<file path="src/rtl/vote_xchg_pkg.sv">
// vote_xchg_pkg: shared state encoding, self-test pattern and parity helper
// for the vote exchange controller.
package vote_xchg_pkg;

    typedef enum logic [3:0] {
        STARTUP  = 4'd0,
        STANDBY  = 4'd1,
        GET_IN   = 4'd2,
        START_TX = 4'd3,
        SEND     = 4'd4,
        TX_2_RX  = 4'd5,
        RECEIVE  = 4'd6,
        RX_2_TX  = 4'd7,
        END_TX   = 4'd8,
        TEST_1   = 4'd9,
        TEST_2   = 4'd10,
        ABORT    = 4'd11
    } state_t;

    // Alternating self-test vote, bit0 set; sliced to VOTE_W by the user.
    localparam logic [7:0] ALT_PATTERN = 8'h55;

    // XOR reduction over a zero-padded frame. Returns the bit that makes the
    // whole thing even when used as a parity bit, and 1 on a bad even-parity frame.
    function automatic logic even_par(input logic [8:0] bits_i);
        return ^bits_i;
    endfunction

endpackage

</file>
<file path="src/rtl/vote_btn_edge.sv">
// vote_btn_edge: per-bit rising-edge detector for the vote buttons. Edges are
// only reported while key is high; last_btn is updated only in the entry
// window with key high, and can be cleared at session start.
module vote_btn_edge #(
    parameter int VOTE_W = 3
) (
    input  logic              clock,
    input  logic              reset,
    input  logic              clr,
    input  logic              sample,
    input  logic              key,
    input  logic [VOTE_W-1:0] btn,
    output logic [VOTE_W-1:0] rise
);

    logic [VOTE_W-1:0] last_btn_r;

    // Remember the button levels seen during vote entry.
    always_ff @(posedge clock) begin
        if (reset) begin
            last_btn_r <= {VOTE_W{1'b0}};
        end else if (clr) begin
            last_btn_r <= {VOTE_W{1'b0}};
        end else if (sample && key) begin
            last_btn_r <= btn;
        end else begin
            last_btn_r <= last_btn_r;
        end
    end

    // Report buttons that went from released to pressed while enabled.
    always_comb begin
        rise = {VOTE_W{1'b0}};
        if (key) begin
            rise = btn & ~last_btn_r;
        end else begin
            rise = {VOTE_W{1'b0}};
        end
    end

endmodule

</file>
<file path="src/rtl/vote_xchg.sv">
// vote_xchg: two-party vote exchange controller. Collects a vote from toggle
// buttons, sends it as {parity, vote} over a cts/ctr - rts/rtr handshake and
// repeats until both sides agree or the round limit aborts the session.
// Optional self-test path (TEST_1/TEST_2) is compiled in with VOTE_TEST_EN.
module vote_xchg
    import vote_xchg_pkg::*;
#(
    parameter int VOTE_W     = 3,
    parameter int MAX_ROUNDS = 4,
    parameter int RND_W      = $clog2(MAX_ROUNDS + 1)
) (
    input  logic              clock,
    input  logic              reset,
    input  logic              test,
    input  logic              start,
    input  logic              key,
    input  logic [VOTE_W-1:0] btn,
    input  logic              rts,
    input  logic              rtr,
    input  logic [VOTE_W:0]   v_in,
    output logic              cts,
    output logic              ctr,
    output logic [VOTE_W:0]   v_out,
    output logic              agree,
    output logic              abort,
    output logic              perr,
    output logic [RND_W-1:0]  round
);

    localparam logic [RND_W-1:0] ROUND_LIM = RND_W'(MAX_ROUNDS);

    state_t             state_r, state_nx;
    logic [VOTE_W-1:0]  vote_r, vote_nx;
    logic               par_r, par_nx;
    logic [RND_W-1:0]   round_r, round_nx;
    logic               cts_r, cts_nx;
    logic               ctr_r, ctr_nx;
    logic [VOTE_W:0]    v_out_r, v_out_nx;
    logic               agree_r, agree_nx;
    logic               abort_r, abort_nx;
    logic               perr_r, perr_nx;
    logic [RND_W-1:0]   round_inc_s;
    logic               matched_s;
    logic               btn_clr_s;
    logic               btn_sample_s;
    logic [VOTE_W-1:0]  rise_s;

`ifndef VOTE_TEST_EN
    // Mode select only matters when the self-test path is built.
    logic test_unused_s;
    assign test_unused_s = test;
`endif

    vote_btn_edge #(.VOTE_W(VOTE_W)) u_btn_edge (
        .clock  (clock),
        .reset  (reset),
        .clr    (btn_clr_s),
        .sample (btn_sample_s),
        .key    (key),
        .btn    (btn),
        .rise   (rise_s)
    );

    // Next-state and next-output logic for the session FSM.
    always_comb begin
        state_nx     = state_r;
        vote_nx      = vote_r;
        par_nx       = par_r;
        round_nx     = round_r;
        cts_nx       = cts_r;
        ctr_nx       = ctr_r;
        v_out_nx     = v_out_r;
        agree_nx     = agree_r;
        abort_nx     = abort_r;
        perr_nx      = perr_r;
        matched_s    = 1'b0;
        btn_clr_s    = 1'b0;
        btn_sample_s = 1'b0;
        // Round count saturates so it never wraps past the limit.
        if (round_r == ROUND_LIM) begin
            round_inc_s = round_r;
        end else begin
            round_inc_s = round_r + RND_W'(1'b1);
        end

        case (state_r)
            STARTUP: begin
                vote_nx = {VOTE_W{1'b0}};
                cts_nx  = 1'b0;
                ctr_nx  = 1'b0;
`ifdef VOTE_TEST_EN
                if (!test) begin
                    state_nx = TEST_1;
                end else begin
                    state_nx = STANDBY;
                end
`else
                state_nx = STANDBY;
`endif
            end
            STANDBY: begin
                cts_nx = rtr;
                if (start) begin
                    vote_nx   = {VOTE_W{1'b0}};
                    round_nx  = {RND_W{1'b0}};
                    agree_nx  = 1'b0;
                    abort_nx  = 1'b0;
                    perr_nx   = 1'b0;
                    btn_clr_s = 1'b1;
                    state_nx  = GET_IN;
                end else begin
                    state_nx = STANDBY;
                end
            end
            GET_IN: begin
                // Closing the entry window wins over any button activity.
                if (!start) begin
                    state_nx = START_TX;
                end else if (key) begin
                    btn_sample_s = 1'b1;
                    vote_nx      = vote_r ^ rise_s;
                end else begin
                    vote_nx = {VOTE_W{1'b0}};
                end
            end
            START_TX: begin
                par_nx   = even_par(9'(vote_r));
                state_nx = SEND;
            end
            SEND: begin
                if (rtr) begin
                    v_out_nx = {par_r, vote_r};
                    cts_nx   = 1'b1;
                    state_nx = TX_2_RX;
                end else begin
                    state_nx = SEND;
                end
            end
            TX_2_RX: begin
                if (!rts) begin
                    ctr_nx   = 1'b1;
                    state_nx = RECEIVE;
                end else begin
                    state_nx = TX_2_RX;
                end
            end
            RECEIVE: begin
                if (rts) begin
                    ctr_nx   = 1'b0;
                    round_nx = round_inc_s;
                    if (even_par(9'(v_in))) begin
                        // Corrupt frame: keep our vote and retransmit it.
                        perr_nx = 1'b1;
                    end else if (v_in[VOTE_W-1:0] == vote_r) begin
                        matched_s = 1'b1;
                    end else begin
                        vote_nx = v_in[VOTE_W-1:0];
                        par_nx  = v_in[VOTE_W];
                    end
                    // Agreement beats the round limit in the same round.
                    if (matched_s) begin
                        state_nx = END_TX;
                    end else if (round_inc_s == ROUND_LIM) begin
                        state_nx = ABORT;
                    end else begin
                        state_nx = RX_2_TX;
                    end
                end else begin
                    state_nx = RECEIVE;
                end
            end
            RX_2_TX: begin
                if (!rtr) begin
                    cts_nx   = 1'b0;
                    state_nx = SEND;
                end else begin
                    state_nx = RX_2_TX;
                end
            end
            END_TX: begin
                if (!rtr) begin
                    cts_nx   = 1'b0;
                    agree_nx = 1'b1;
                    state_nx = STANDBY;
                end else begin
                    state_nx = END_TX;
                end
            end
            ABORT: begin
                abort_nx = 1'b1;
                cts_nx   = 1'b0;
                ctr_nx   = 1'b0;
                state_nx = STANDBY;
            end
`ifdef VOTE_TEST_EN
            TEST_1: begin
                vote_nx = v_in[VOTE_W-1:0];
                if (&v_in[VOTE_W-1:0]) begin
                    state_nx = TEST_2;
                end else begin
                    state_nx = TEST_1;
                end
            end
            TEST_2: begin
                vote_nx  = ALT_PATTERN[VOTE_W-1:0];
                par_nx   = even_par(9'(ALT_PATTERN[VOTE_W-1:0]));
                state_nx = SEND;
            end
`endif
            default: begin
                state_nx = STARTUP;
            end
        endcase
    end

    // State and output registers, all cleared by the synchronous reset.
    always_ff @(posedge clock) begin
        if (reset) begin
            state_r <= STARTUP;
            vote_r  <= {VOTE_W{1'b0}};
            par_r   <= 1'b0;
            round_r <= {RND_W{1'b0}};
            cts_r   <= 1'b0;
            ctr_r   <= 1'b0;
            v_out_r <= {(VOTE_W+1){1'b0}};
            agree_r <= 1'b0;
            abort_r <= 1'b0;
            perr_r  <= 1'b0;
        end else begin
            state_r <= state_nx;
            vote_r  <= vote_nx;
            par_r   <= par_nx;
            round_r <= round_nx;
            cts_r   <= cts_nx;
            ctr_r   <= ctr_nx;
            v_out_r <= v_out_nx;
            agree_r <= agree_nx;
            abort_r <= abort_nx;
            perr_r  <= perr_nx;
        end
    end

    assign cts   = cts_r;
    assign ctr   = ctr_r;
    assign v_out = v_out_r;
    assign agree = agree_r;
    assign abort = abort_r;
    assign perr  = perr_r;
    assign round = round_r;

endmodule
</file>
<file path="config.mk">
export PLATFORM = sky130hd
export DESIGN_NAME = vote_xchg
export DESIGN_NICKNAME = d
export VERILOG_FILES = /design/src/rtl/vote_xchg_pkg.sv /design/src/rtl/vote_btn_edge.sv /design/src/rtl/vote_xchg.sv
export SDC_FILE = /design/constraint.sdc
export NUM_CORES = 1
export LEC_CHECK = 0
export BUFFER_PORTS_ARGS = -buffer_cell sky130_fd_sc_hd__buf_2
export CAP_MARGIN = 20
export CORE_MARGIN = 4
export CORE_UTILIZATION = 59
export DETAILED_ROUTE_END_ITERATION = 10
export PLACE_DENSITY_LB_ADDON = 0.15
export SYNTH_ARGS = -nofsm -noshare
export SYNTH_HDL_FRONTEND = slang
export SYNTH_SLANG_ARGS = --single-unit
export TNS_END_PERCENT = 30
</file>
<file path="constraint.sdc">
create_clock -name clock -period 3.9 [get_ports clock]
set_input_delay 0.39 -clock clock [delete_from_list [all_inputs] [get_ports clock]]
set_output_delay 0.39 -clock clock [all_outputs]
set_load 0.03 [all_outputs]
</file>
==> results of run 1 <==
==> kinds of logic after synthesis <==
| kind of cell | Yosys count |
|---|---|
| AOI/OAI and AO/OA | 52 |
| buffers and inverters | 19 |
| muxes | 9 |
| and+or+nand+nor | 70 |
| DFF | 23 |
| xor gates and xnor gates | 11 |
| adders and majority gates | 3 |
==> sequential cells by signal, indices dropped and copies added, names as in the netlist <==
register,count
state_r,4
vote_r,3
abort,1
v_out,4
ctr,1
cts,1
round,3
perr,1
u_btn_edge.last_btn_r,3
par_r,1
agree,1
==> layer usage <==
| layer | up-vias | routed length, µm | GRT usage, % |
|---|---|---|---|
| li1 | 700 | - | - |
| met1 | 653 | 1428 | 27.24 |
| met2 | 58 | 1763 | 37.48 |
| met3 | 8 | 228 | 3.728 |
| met4 | 0 | 59 | 7.947 |
| met5 | - | 0 | 0 |
==> stage by stage <==
step | power [mW] | hold WS (ns) | worst slack (ns) | util, % | cell area [µm²]
floorplan | 0.3370 | 0.4641 | 2.251 | - | 1500
global placement | 0.3547 | 0.4530 | 2.169 | 64.27 | 1578
detailed placement | 0.3589 | 0.4740 | 2.043 | 64.27 | 1578
CTS | 0.4671 | 0.3062 | 2.015 | 65.34 | 1604
global route | 0.4905 | 0.3425 | 1.714 | 65.34 | 1604
finish | 0.4661 | 0.3116 | 1.992 | 65.34 | 1604
==> final timing paths <==
| kind | end | startpoint | cells after the start |
|---|---|---|---|
| max | vote_r[0] | state_r[1] | 4 |
| min | u_btn_edge.last_btn_r[2] | btn[2] | 3 |
| max reg2reg | vote_r[0] | state_r[1] | 4 |
| min reg2reg | agree | agree | 2 |
==> power by group <==
group	internal [mW]	switching, mW	total, mW
sequential	0.241	0.0185	0.259
clock	0.0400	0.0703	0.110
combinational	0.0399	0.0566	0.0965
total	0.321	0.145	0.466
==> worst max-delay path, cell delays in order, from the launching register on <==
cell	delay, ns
dfxtp_1	0.73
inv_1	0.23
a21oi_1	0.18
o211ai_1	0.23
o41ai_1	0.44
==> cell usage after synthesis, types with 2 or more instances <==
cell	count
nor2b_1	10
nor3_1	4
o31ai_1	2
buf_4	2
buf_6	2
buf_2	3
nand2_1	13
clkbuf_1	4
ha_1	2
and3_1	4
a211oi_1	3
o21bai_1	2
inv_1	6
a31oi_1	3
nand3b_1	3
dfxtp_1	23
nand4bb_1	2
mux2i_1	8
o21ai_0	9
nand2b_1	2
a22oi_1	3
nor2_1	21
a21oi_1	17
xnor2_1	10
nand3_1	5
o41ai_1	3
==> cells in the final DEF (no fill, tap or decap), drive strengths merged, types with 2 or more instances in the layout <==
| cell | count |
|---|---|
| inv | 6 |
| nand4bb | 2 |
| a21oi | 18 |
| a31oi | 4 |
| nand2b | 2 |
| nand3 | 5 |
| xnor2 | 11 |
| a211oi | 3 |
| nor2b | 10 |
| a22oi | 3 |
| clkbuf | 4 |
| mux2i | 8 |
| buf | 24 |
| ha | 2 |
| o41ai | 3 |
| nand3b | 3 |
| dfxtp | 23 |
| nand2 | 13 |
| and2b | 2 |
| and3 | 4 |
| nor3 | 4 |
| nor2 | 21 |
| o21bai | 2 |
| o21ai | 9 |
| o31ai | 2 |
==> final cells by class <==
type	count	area, µm²	share of cell area, %
timing repair buffer	24	120.1	7.488
multi-input combinational	145	937.1	58.42
sequential	23	460.4	28.71
clock buffer	4	26.28	1.638
tap	30	37.54	2.340
inverter	6	22.52	1.404
==> out/summary.md, run 1 <==
The run finished with clean final reports. Once detail routing completed, the nets flagged for antenna violations numbered 0. The first global-routing pass estimated 5802 µm of wire. In this run, post-CTS hold repair placed 0 buffers. Counting the buffers created by CTS gives 3.

The finished layout holds 232 standard cells, fillers aside. The area fraction in compound gates after synthesis was 22.60%; the final cycle utilization of the critical path was 48.92%. The run gives 18 as the number of core rows. The initial core utilization is 61.11%. For this run, asynchronously set or reset flops after synthesis account for 0%. At the worst endpoint, the arrival time is 2.11 ns.

By area the synthesized netlist is led by dfxtp_1 (31%), xnor2_1 (5.8%), a21oi_1 (5.7%). The final layout contains 219 nets. From bottom edge to top edge, the die measures 58.43 µm.

The average instance in the mapped netlist occupies 8.022 µm². The tools report the routed wire length as 3480 µm. For this design the ratio of total power to cell area is 290.6 nW/µm². In this run the tightest slew margin relative to its limit is 54.83%. The logs give 203 for the number of nets in the synthesized netlist and 2 for the clock tree buffer depth. The die outline width works out to 58.43 µm. The wire length per cell after detailed routing came out at 15.00 µm.

The number of diodes is 0. TritonCTS built the clock tree. Subtracting the final worst setup slack from the clock period gives 1.908 ns. Summing the sequential cell areas from Yosys gives 30.69% of the chip area. Post-CTS repair changed the size of 0 cells. The port buffer count came out at 24. Counting distinct cell types in the post-synthesis netlist gives 47. The minimum setup slack among reg-to-reg paths was 1.99 ns; the average via count per standard cell was 6.116. Cell area after synthesis: 1500 µm². Setup repair after global routing left no endpoint under its margin. The slew at the pin closest to its max-slew limit was 0.6766 ns. Across the VDD grid, the largest voltage drop is 185.3 µV. The worst setup path is captured at a register.

The path class of the tightest hold or removal check is in -> reg. Of the cells placed in the final design, the portion with a size suffix greater than 1 is 16.34%. The run gives 4 as the number of optimization iterations in the first detailed-route pass.

For the number of pins with negative max-slew slack in the final report, the log shows 0. The highest fanout seen on the critical path is 19. The synthesized netlist devotes 6.922% of its cell area to XOR and XNOR gates. The run gives 3413 µm² as the area of the die. The number of clock sinks is 23, and the highest clock frequency the design can meet is 524.2 MHz.

For this design the static power due to leakage is 0.6057 nW. The run gives 0 as the max-capacitance violation count. The routability-driven placement congestion ratio is 0.8706, and the depth of the CTS H-tree is 1. The core region is 2455 µm². The later pin in the worst-skew pair is clocked with a latency of 0.31 ns.

The root buffer cell is clkbuf_4. The tools report the global-route usage over all layers as 21.82%. The area fraction of the dominant cell type after synthesis was 30.69%; the number of buffers inserted to repair setup after CTS was 0. The cell count after synthesis came out at 187. The most frequently used flop master after synthesis was dfxtp_1. The initial antenna violation count came out at 0. The synthesized-area fraction occupied by adder cells came out at 2.335%. The critical path in this run is classified as reg -> reg.

After global routing the overflow that remains totals 0. The DRC violations left is 0, and the relative area change from synthesis to final layout is 6.923%. In this run, placement finished with an instance count of 228. The synthesized netlist devotes 24.52% of its cell area to simple gates. The logs give 0.003563 ns for the worst clock skew and 0 for the number of failing hold endpoints at the final stage. The first routing iteration left 95 violations. The critical path startpoint category was a register. For this run, the number of Yosys warnings is 0.

The flip-flop and latch count after synthesis was 23; the total vias in the final route was 1419. The CTS clock-pin slew for the worst setup and hold paths works out to 0.12 ns. Summed over all instances, the cell type with the most area after synthesis is dfxtp_1. By area, the combinational part of the netlist is dominated by simple AND/OR/NAND/NOR gates. Setup violations remaining at the end of the flow were counted as 0. The share of synthesized area spent on multiplexers is 6.088%. In this run, synthesis inferred 0 flip-flops with an integrated enable. Counting the fill cells in the layout gives 227. For the number of global-route vias before repair, the log shows 1284.

The pin count of the biggest net entering global routing is 23, and the sum of net half-perimeters after detailed placement is 2540 µm. At the worst endpoint, the required time is 4.10 ns. Adding up every negative setup slack in the final design gives 0 ns.

For this design the top-level I/O count stands at 26.
(Power assumes the default switching activity.)
==> run 2, diff against run 1 <==
ABC_AREA = 1   (was not set)
CORE_UTILIZATION = 55   (was 59)
clock period = 2 ns   (was 3.9 ns; I/O delays follow)
==> run 2 against run 1 <==
  * Global-route usage fell by 2.0 points
  * Sequential share of layout area rose by 0.11 points
  * Register-to-register slack got worse by 1.4 ns
  * Fmax rose by 31%
  * Count of clock-buffer cells in the layout fell by 1
  * Power rose by 150%
  * Combinational power rose to 4.1 times the previous value
  * Synthesized cell count rose by 24%
  * Routed wire length fell by 11%
  * Largest power group unchanged
==> out/summary.md, run 2 <==
The relative area change from synthesis to final layout is 12.51% (was 6.923%). Number of cells after detailed placement: 284 (was 228). The run gives 0 (unchanged) as the quantity of hold-fixing buffers added after cts. The final antenna-violating net count was 0 (unchanged). The logs give 57.32% (was 61.11%) for the initial core utilization and 2.22 ns (was 4.10 ns) for the worst endpoint required time. The run gives 288 (was 232) as the final non-filler cell total. The normalized max-slew margin was 75.87% (was 54.83%); the area fraction of the dominant cell type after synthesis was 32.42% (was 30.69%). The routability-driven placement congestion ratio is 0.8631 (was 0.8706), and the area of the die is 3459 µm² (was 3413 µm²). The CTS clock-pin slew for the worst setup and hold paths was 0.13 ns (was 0.12 ns). Hold-critical path endpoint: state_r[2] (was u_btn_edge.last_btn_r[2]). The fraction of synthesis flops using an asynchronous set or reset pin is 0% (unchanged). Leading area contributor after synthesis: dfxtp_1 (unchanged). The clock tree buffer depth is 2 (unchanged), and the number of global-route vias before repair is 1264 (was 1284).

The wire length per cell after detailed routing was 10.72 µm (was 15.00 µm). The number of core rows is 18 (unchanged). TritonCTS built the clock tree.

The routed wire length is 3087 µm (was 3480 µm), and the worst-skew pair later-pin latency is 0.32 ns (was 0.31 ns). Root buffer cell: clkbuf_4 (unchanged). The final cycle utilization of the critical path is 72.56% (was 48.92%). The worst hold path cell count is 2 (was 3), and the number of buffers inserted to repair setup after CTS is 0 (unchanged). Clock buffer count from CTS: 3 (unchanged). Power per standard cell area: 719.3 nW/µm² (was 290.6 nW/µm²).

The logs give 1598 µm² (was 1604 µm²) for the post-route cell area and 2523 µm (was 2540 µm) for the sum of net half-perimeters after detailed placement. The die extent in y was 58.82 µm (was 58.43 µm); the cell area after synthesis was 1420 µm² (was 1500 µm²). The critical hold path startpoint was reset (was btn[2]).

Part of the Yosys area used for sequential elements: 32.42% (was 30.69%). Most frequently used flop master after synthesis: dfxtp_1 (unchanged). Highest fanout seen on the critical path: 6 (was 19). End of the worst register-to-register path: round[1] (was vote_r[0]). The number of flops mapped to enable cells by yosys is 0 (unchanged), and the number of cells on the worst reg-to-reg path is 8 (was 4).

The count of synthesis-stage warnings from yosys was 0 (unchanged); the sum of overflow across all layers after global routing was 0 (unchanged). Setup repair after global routing left no endpoint under its margin. For the highest ir drop seen on vdd, the log shows 523.7 µV (was 185.3 µV). The tools report the endpoint type of the worst setup path as a register (unchanged). The average via count per standard cell is 5.014 (was 6.116). The flip-flop and latch count after synthesis came out at 23 (unchanged).

The pin count of the biggest net entering global routing is 14 (was 23). The placed instance area was 1570 µm² (was 1578 µm²); the initial antenna violation count was 0 (unchanged). For the cell count after synthesis, the log shows 232 (was 187). The number of nets in the synthesized netlist is 248 (was 203). The slew at the pin closest to its max-slew limit was 0.3616 ns (was 0.6766 ns); the standby leakage power was 0.8345 nW (was 0.6057 nW).

For the minimum setup slack among reg-to-reg paths, the log shows 0.55 ns (was 1.99 ns). Synth area leaders: dfxtp_1 (32%), nand2_1 (16%), nor2_1 (9.8%) (was dfxtp_1 (31%), xnor2_1 (5.8%), a21oi_1 (5.7%)). The tools report the number of pins with negative max-slew slack in the final report as 0 (unchanged). The die outline width is 58.82 µm (was 58.43 µm), and the core footprint is 2477 µm² (was 2455 µm²). The port buffer count came out at 24 (unchanged).

The worst clock skew was 0.004339 ns (was 0.003563 ns). Top library cells by usage in the layout, fill and taps aside: nand2_1 (61), nor2_1 (37), buf_2 (24) (was buf_2 (24), dfxtp_1 (23), nor2_1 (21)). The tools report the reg-to-reg critical path startpoint as state_r[3] (was state_r[1]). Max-capacitance violation count: 0 (unchanged). Top cells by count, synth: nand2_1 (61), nor2_1 (37), dfxtp_1 (23), a21oi_1 (18), inv_1 (18) (was dfxtp_1 (23), nor2_1 (21), a21oi_1 (17), nand2_1 (13)).

The post-layout minimum cycle time is 1.451 ns (was 1.908 ns). The run gives 0 (unchanged) as the number of diodes. The logs give 1444 (was 1419) for the total vias in the final route and 4 (unchanged) for the number of optimization iterations in the first detailed-route pass.

The run finished with clean final reports. The count of final setup violators was 0 (unchanged). The tools report the critical path startpoint category as a register (unchanged). Arrival time of the worst setup path: 1.67 ns (was 2.11 ns). The classification of the worst setup path was reg -> reg (unchanged).

For the DRC violations left, the log shows 0 (unchanged). The fraction of final layout cells with drive strength greater than 1 came out at 20.93% (was 16.34%). The average size of a mapped cell is 6.121 µm² (was 8.022 µm²), and the number of failing hold endpoints at the final stage is 0 (unchanged).

The depth of the CTS H-tree was 1 (unchanged). Worst hold path class: in -> reg (unchanged). The aggregate negative setup slack was 0 ns (unchanged); the highest clock frequency the design can meet was 689.1 MHz (was 524.2 MHz).

The most common cell in the netlist is nand2_1 (was dfxtp_1). The count of pins on the block boundary is 26 (unchanged). The commonest non-fill, non-tap cell in the layout is nand2_1 (was buf_2). The tools report the total number of nets in the final design as 275 (was 219). The logs give 19.81% (was 21.82%) for the global-route usage over all layers and 69 (was 95) for the starting DRC count in detailed routing. Global-route wire length before repair: 5361 µm (was 5802 µm). Post-CTS resize count: 0 (unchanged). The logs give 23 (unchanged) for the number of clock sinks and 25 (was 47) for the number of distinct library cells after synthesis.
[run 2: area by class of cell]
cell class / instances / area (µm²)
fill: 250 / 879.6
multi-input combinational: 175 / 832.0
sequential: 23 / 460.4
timing repair buffer: 24 / 120.1
inverter: 32 / 120.1
tap: 30 / 37.54
clock buffer: 3 / 22.52
clock inverter: 1 / 5.005
[run 2: kinds of logic (layout without fill, tap and decap cells)]
family / count (synthesis) / after routing / share of synthesized area, %
compound gates: 43 / 43 / 16.48
buf+inv: 34 / 60 / 8.987
simple gates: 128 / 128 / 39.12
flops: 23 / 23 / 32.42
fa+ha+maj: 2 / 2 / 1.762
xor+xnor: 2 / 2 / 1.234
[run 2: critical path, cell delays in order (launching register included)]
cell and delay (ns):
dfxtp_1 0.38, nor2_2 0.25, inv_2 0.07, nor2_2 0.16, nand2_2 0.13, nand2_2 0.12, inv_2 0.05, a21oi_1 0.14
a211oi_2 0.05
[run 2: stage by stage]
| stage | setup slack (ns) | hold slack, ns | util (%) | power (mW) |
|---|---|---|---|---|
| after floorplan | 0.5166 | 0.3447 | - | 0.8447 |
| after global placement | 0.5652 | 0.4508 | 63.38 | 0.9341 |
| after detailed placement | 0.5711 | 0.4564 | 63.38 | 0.9400 |
| after CTS | 0.5442 | 0.1476 | 64.49 | 1.154 |
| after global routing | 0.3533 | 0.1635 | 64.49 | 1.237 |
| final | 0.5488 | 0.1522 | 64.49 | 1.149 |
[run 2: worst max-delay path by stage]
stage	startpoint	endpoint	slack, ns	depth (start not counted)
after floorplan	round[0]	state_r[3]	0.52	8
after global placement	state_r[3]	round[1]	0.57	8
after detailed placement	state_r[3]	round[1]	0.57	8
after CTS	state_r[3]	round[1]	0.54	8
after global routing	state_r[1]	vote_r[0]	0.35	8
final	state_r[3]	round[1]	0.55	8
[run 2: layer usage]
metal / part of all wire (%) / global-route usage [%] / wire length [µm] / vias to the layer above
met5: 0 / 0 / 0 / -
met4: 1.4 / 6.796 / 43 / 0
met3: 4.5 / 2.632 / 140 / 4
met2: 44 / 31.55 / 1344 / 27
met1: 51 / 27.47 / 1559 / 611
li1: - / - / - / 802
[run 2: where the power goes]
group	internal, mW	switching, mW
combinational	0.135	0.259
clock	0.0749	0.143
sequential	0.498	0.0399
total	0.708	0.442
==> run 3, diff against run 2 <==
ABC_AREA = 0   (was 1)
CORE_UTILIZATION = 50   (was 55)
clock period = 1.2 ns   (was 2 ns; I/O delays follow)
==> run 3 against run 2 <==
  * The flow now finishes with violations (setup timing)
  * Power grew 51%
  * Worst setup slack lost 0.71 ns
  * Non-clock buffer count grew 37
  * Clock power grew 69%
  * Global-route usage grew 2.4 points
  * Worst hold slack lost 0.11 ns
  * Flip-flop and latch count is the same
  * Die area grew 14%
  * Fmax grew 6.6%
  * Via count grew 7.5%
  * Largest power group unchanged
==> out/summary.md, run 3 (synthesized netlist as in run 1, its figures left out) <==
The flow ran to the end, but the final reports show violations. The checks that failed: setup timing. The slew at the pin closest to its max-slew limit was 0.4578 ns (was 0.3616 ns); the highest ir drop seen on vdd was 597.1 µV (was 523.7 µV). The tools report the root buffer cell as clkbuf_4 (unchanged). The tools report the DRC violations left as 0 (unchanged).

The sum of net half-perimeters after detailed placement came out at 2970 µm (was 2523 µm). The fraction of final layout cells with drive strength greater than 1 was 43.93% (was 20.93%). The run gives 1579 (was 1264) as the number of global-route vias before repair.

The tools report the minimum setup slack in the final design as -0.1610 ns (was 0.5488 ns). The tools report the critical path startpoint category as a register (unchanged). The total vias in the final route was 1552 (was 1444); the fill cell instance count of the final layout was 211 (was 250). Setup repair after global routing could not meet its margin everywhere.

Port buffer count: 24 (unchanged). For the starting DRC count in detailed routing, the log shows 79 (was 69). The clock tree buffer depth is 2 (unchanged), and the die extent in y is 62.78 µm (was 58.82 µm). The post-layout minimum cycle time is 1.361 ns (was 1.451 ns).

For the aggregate negative setup slack, the log shows -2.109 ns (was 0 ns). The endpoint type of the worst setup path was a register (unchanged). The logs give 481.7 µm² (was 460.4 µm²) for the flip-flop and latch area and -0.3666 ns (was 0.5711 ns) for the worst slack after detailed placement. The highest clock frequency the design can meet is 734.7 MHz (was 689.1 MHz). Critical hold path startpoint: btn[0] (was reset). The post-route core utilization is 74.53% (was 64.49%), and the die outline width is 62.78 µm (was 58.82 µm).

The number of core rows was 19 (was 18). TritonCTS built the clock tree. The post-route cell area is 2091 µm² (was 1598 µm²), and the number of clock sinks is 23 (unchanged). Reg-to-reg critical path startpoint: state_r[2] (was state_r[3]).

Global-route wire length before repair: 7113 µm (was 5361 µm). The worst-skew pair later-pin latency is 0.32 ns (about the same), and the max-capacitance violation count is 0 (unchanged). The routability-driven placement congestion ratio came out at 0.9018 (was 0.8631). The number of failing hold endpoints at the final stage came out at 0 (unchanged). The combined area of the multi-input logic cells is 1095 µm² (was 832.0 µm²).

The run gives 22 (was 0) as the count of final setup violators. Count of pins on the block boundary: 26 (unchanged). The total number of nets in the final design came out at 256 (was 275). For the minimum setup slack among reg-to-reg paths, the log shows -0.16 ns (was 0.55 ns).

The relative area change from synthesis to final layout was 39.37% (was 12.51%); the normalized max-slew margin was 69.48% (was 75.87%). Top library cells by usage in the layout, fill and taps aside: buf_4 (33), buf_2 (23), nor2_1 (19) (was nand2_1 (61), nor2_1 (37), buf_2 (24)). The worst endpoint required time was 1.41 ns (was 2.22 ns).

Average via count per standard cell: 5.748 (was 5.014). The placed instance area was 1892 µm² (was 1570 µm²); the global-route usage over all layers was 22.20% (was 19.81%). The routed wire length was 4093 µm (was 3087 µm); the power per standard cell area was 831.6 nW/µm² (was 719.3 nW/µm²). The number of pins with negative max-slew slack in the final report is 0 (unchanged). The worst hold path class was in -> reg (unchanged). The end of the worst register-to-register path was vote_r[2] (was round[1]). The CTS clock-pin slew for the worst setup and hold paths is 0.13 ns (about the same). Initial core utilization: 53.48% (was 57.32%). The worst hold path cell count works out to 3 (was 2). The area of the die was 3941 µm² (was 3459 µm²). The arrival time of the worst setup path was 1.57 ns (was 1.67 ns).

The standby leakage power was 0.8303 nW (was 0.8345 nW); the wire length per cell after detailed routing was 15.16 µm (was 10.72 µm). The number of cells on the worst reg-to-reg path was 6 (was 8); the initial antenna violation count was 0 (unchanged). The number of optimization iterations in the first detailed-route pass came out at 4 (unchanged).

The final cycle utilization of the critical path is 113.4% (was 72.56%), and the final antenna-violating net count is 0 (unchanged). The hold-critical path endpoint was u_btn_edge.last_btn_r[0] (was state_r[2]). The run gives 23 (was 14) as the pin count of the biggest net entering global routing. The tools report the core footprint as 2805 µm² (was 2477 µm²).

The depth of the CTS H-tree is 1 (unchanged), and the number of diodes is 0 (unchanged). Commonest non-fill, non-tap cell in the layout: buf_4 (was nand2_1). Classification of the worst setup path: reg -> reg (unchanged). The tools report the post-route total power as 1.739 mW (was 1.149 mW). The quantity of hold-fixing buffers added after cts is 0 (unchanged).

The highest fanout seen on the critical path works out to 6 (unchanged). The worst clock skew was 0.01169 ns (was 0.004339 ns); the sum of overflow across all layers after global routing was 0 (unchanged). The clock buffer count from CTS is 3 (unchanged).
==> run 3: worst max-delay path by stage <==
stage,from,end,slack [ns],depth (start not counted)
after floorplan,round[0],state_r[2],-0.11,7
after global placement,state_r[2],v_out[1],-0.31,4
after detailed placement,state_r[2],v_out[2],-0.37,4
after CTS,round[1],state_r[2],-0.18,7
after global routing,state_r[2],state_r[0],-0.30,6
final,state_r[2],vote_r[2],-0.16,6
==> run 3: report_power, final <==
group / internal (mW) / switching, mW / total [mW]
clock: 0.130 / 0.238 / 0.368
sequential: 0.780 / 0.0400 / 0.820
combinational: 0.270 / 0.280 / 0.550
total: 1.18 / 0.558 / 1.74
==> run 3: layout make-up <==
type / instances / area share, %
Multi-Input combinational cell: 145 / 52.36
Sequential cell: 23 / 23.04
Timing Repair Buffer: 61 / 20.29
Tap cell: 31 / 1.855
Clock buffer: 4 / 1.257
Inverter: 6 / 1.197
==> run 3: metrics by stage <==
stage / std cells / hold WS (ns)
floorplan: 187 / 0.2639
global placement: 262 / 0.3657
detailed placement: 262 / 0.3766
CTS: 270 / 0.03871
global route: 270 / 0.02835
finish: 270 / 0.03746
==> run 3: timing repair <==
item                                    4_1_cts  5_1_grt
endpoints found under the hold margin         0        0
buffers inserted                              4        0
endpoints found under the setup margin       23       25
pin swaps                                    16       14
gates resized for setup                      26       18
==> run 3: metal layers <==
| metal | GRT usage, % | vias up | part of all wire [%] |
|---|---|---|---|
| met3 | 4.137 | 12 | 3.7 |
| met1 | 26.34 | 718 | 44 |
| met4 | 9.366 | 0 | 2.5 |
| li1 | - | 774 | - |
| met5 | 0 | - | 0 |
| met2 | 38.88 | 48 | 50 |
==> run 3: worst max-delay path, stage by stage (launching register included) <==
cell and delay [ns]:
dfxtp_4 0.39, buf_12 0.13, nand2b_4 0.14, a22oi_2 0.25, a31oi_4 0.10, o21ai_2 0.16, o41ai_2 0.08
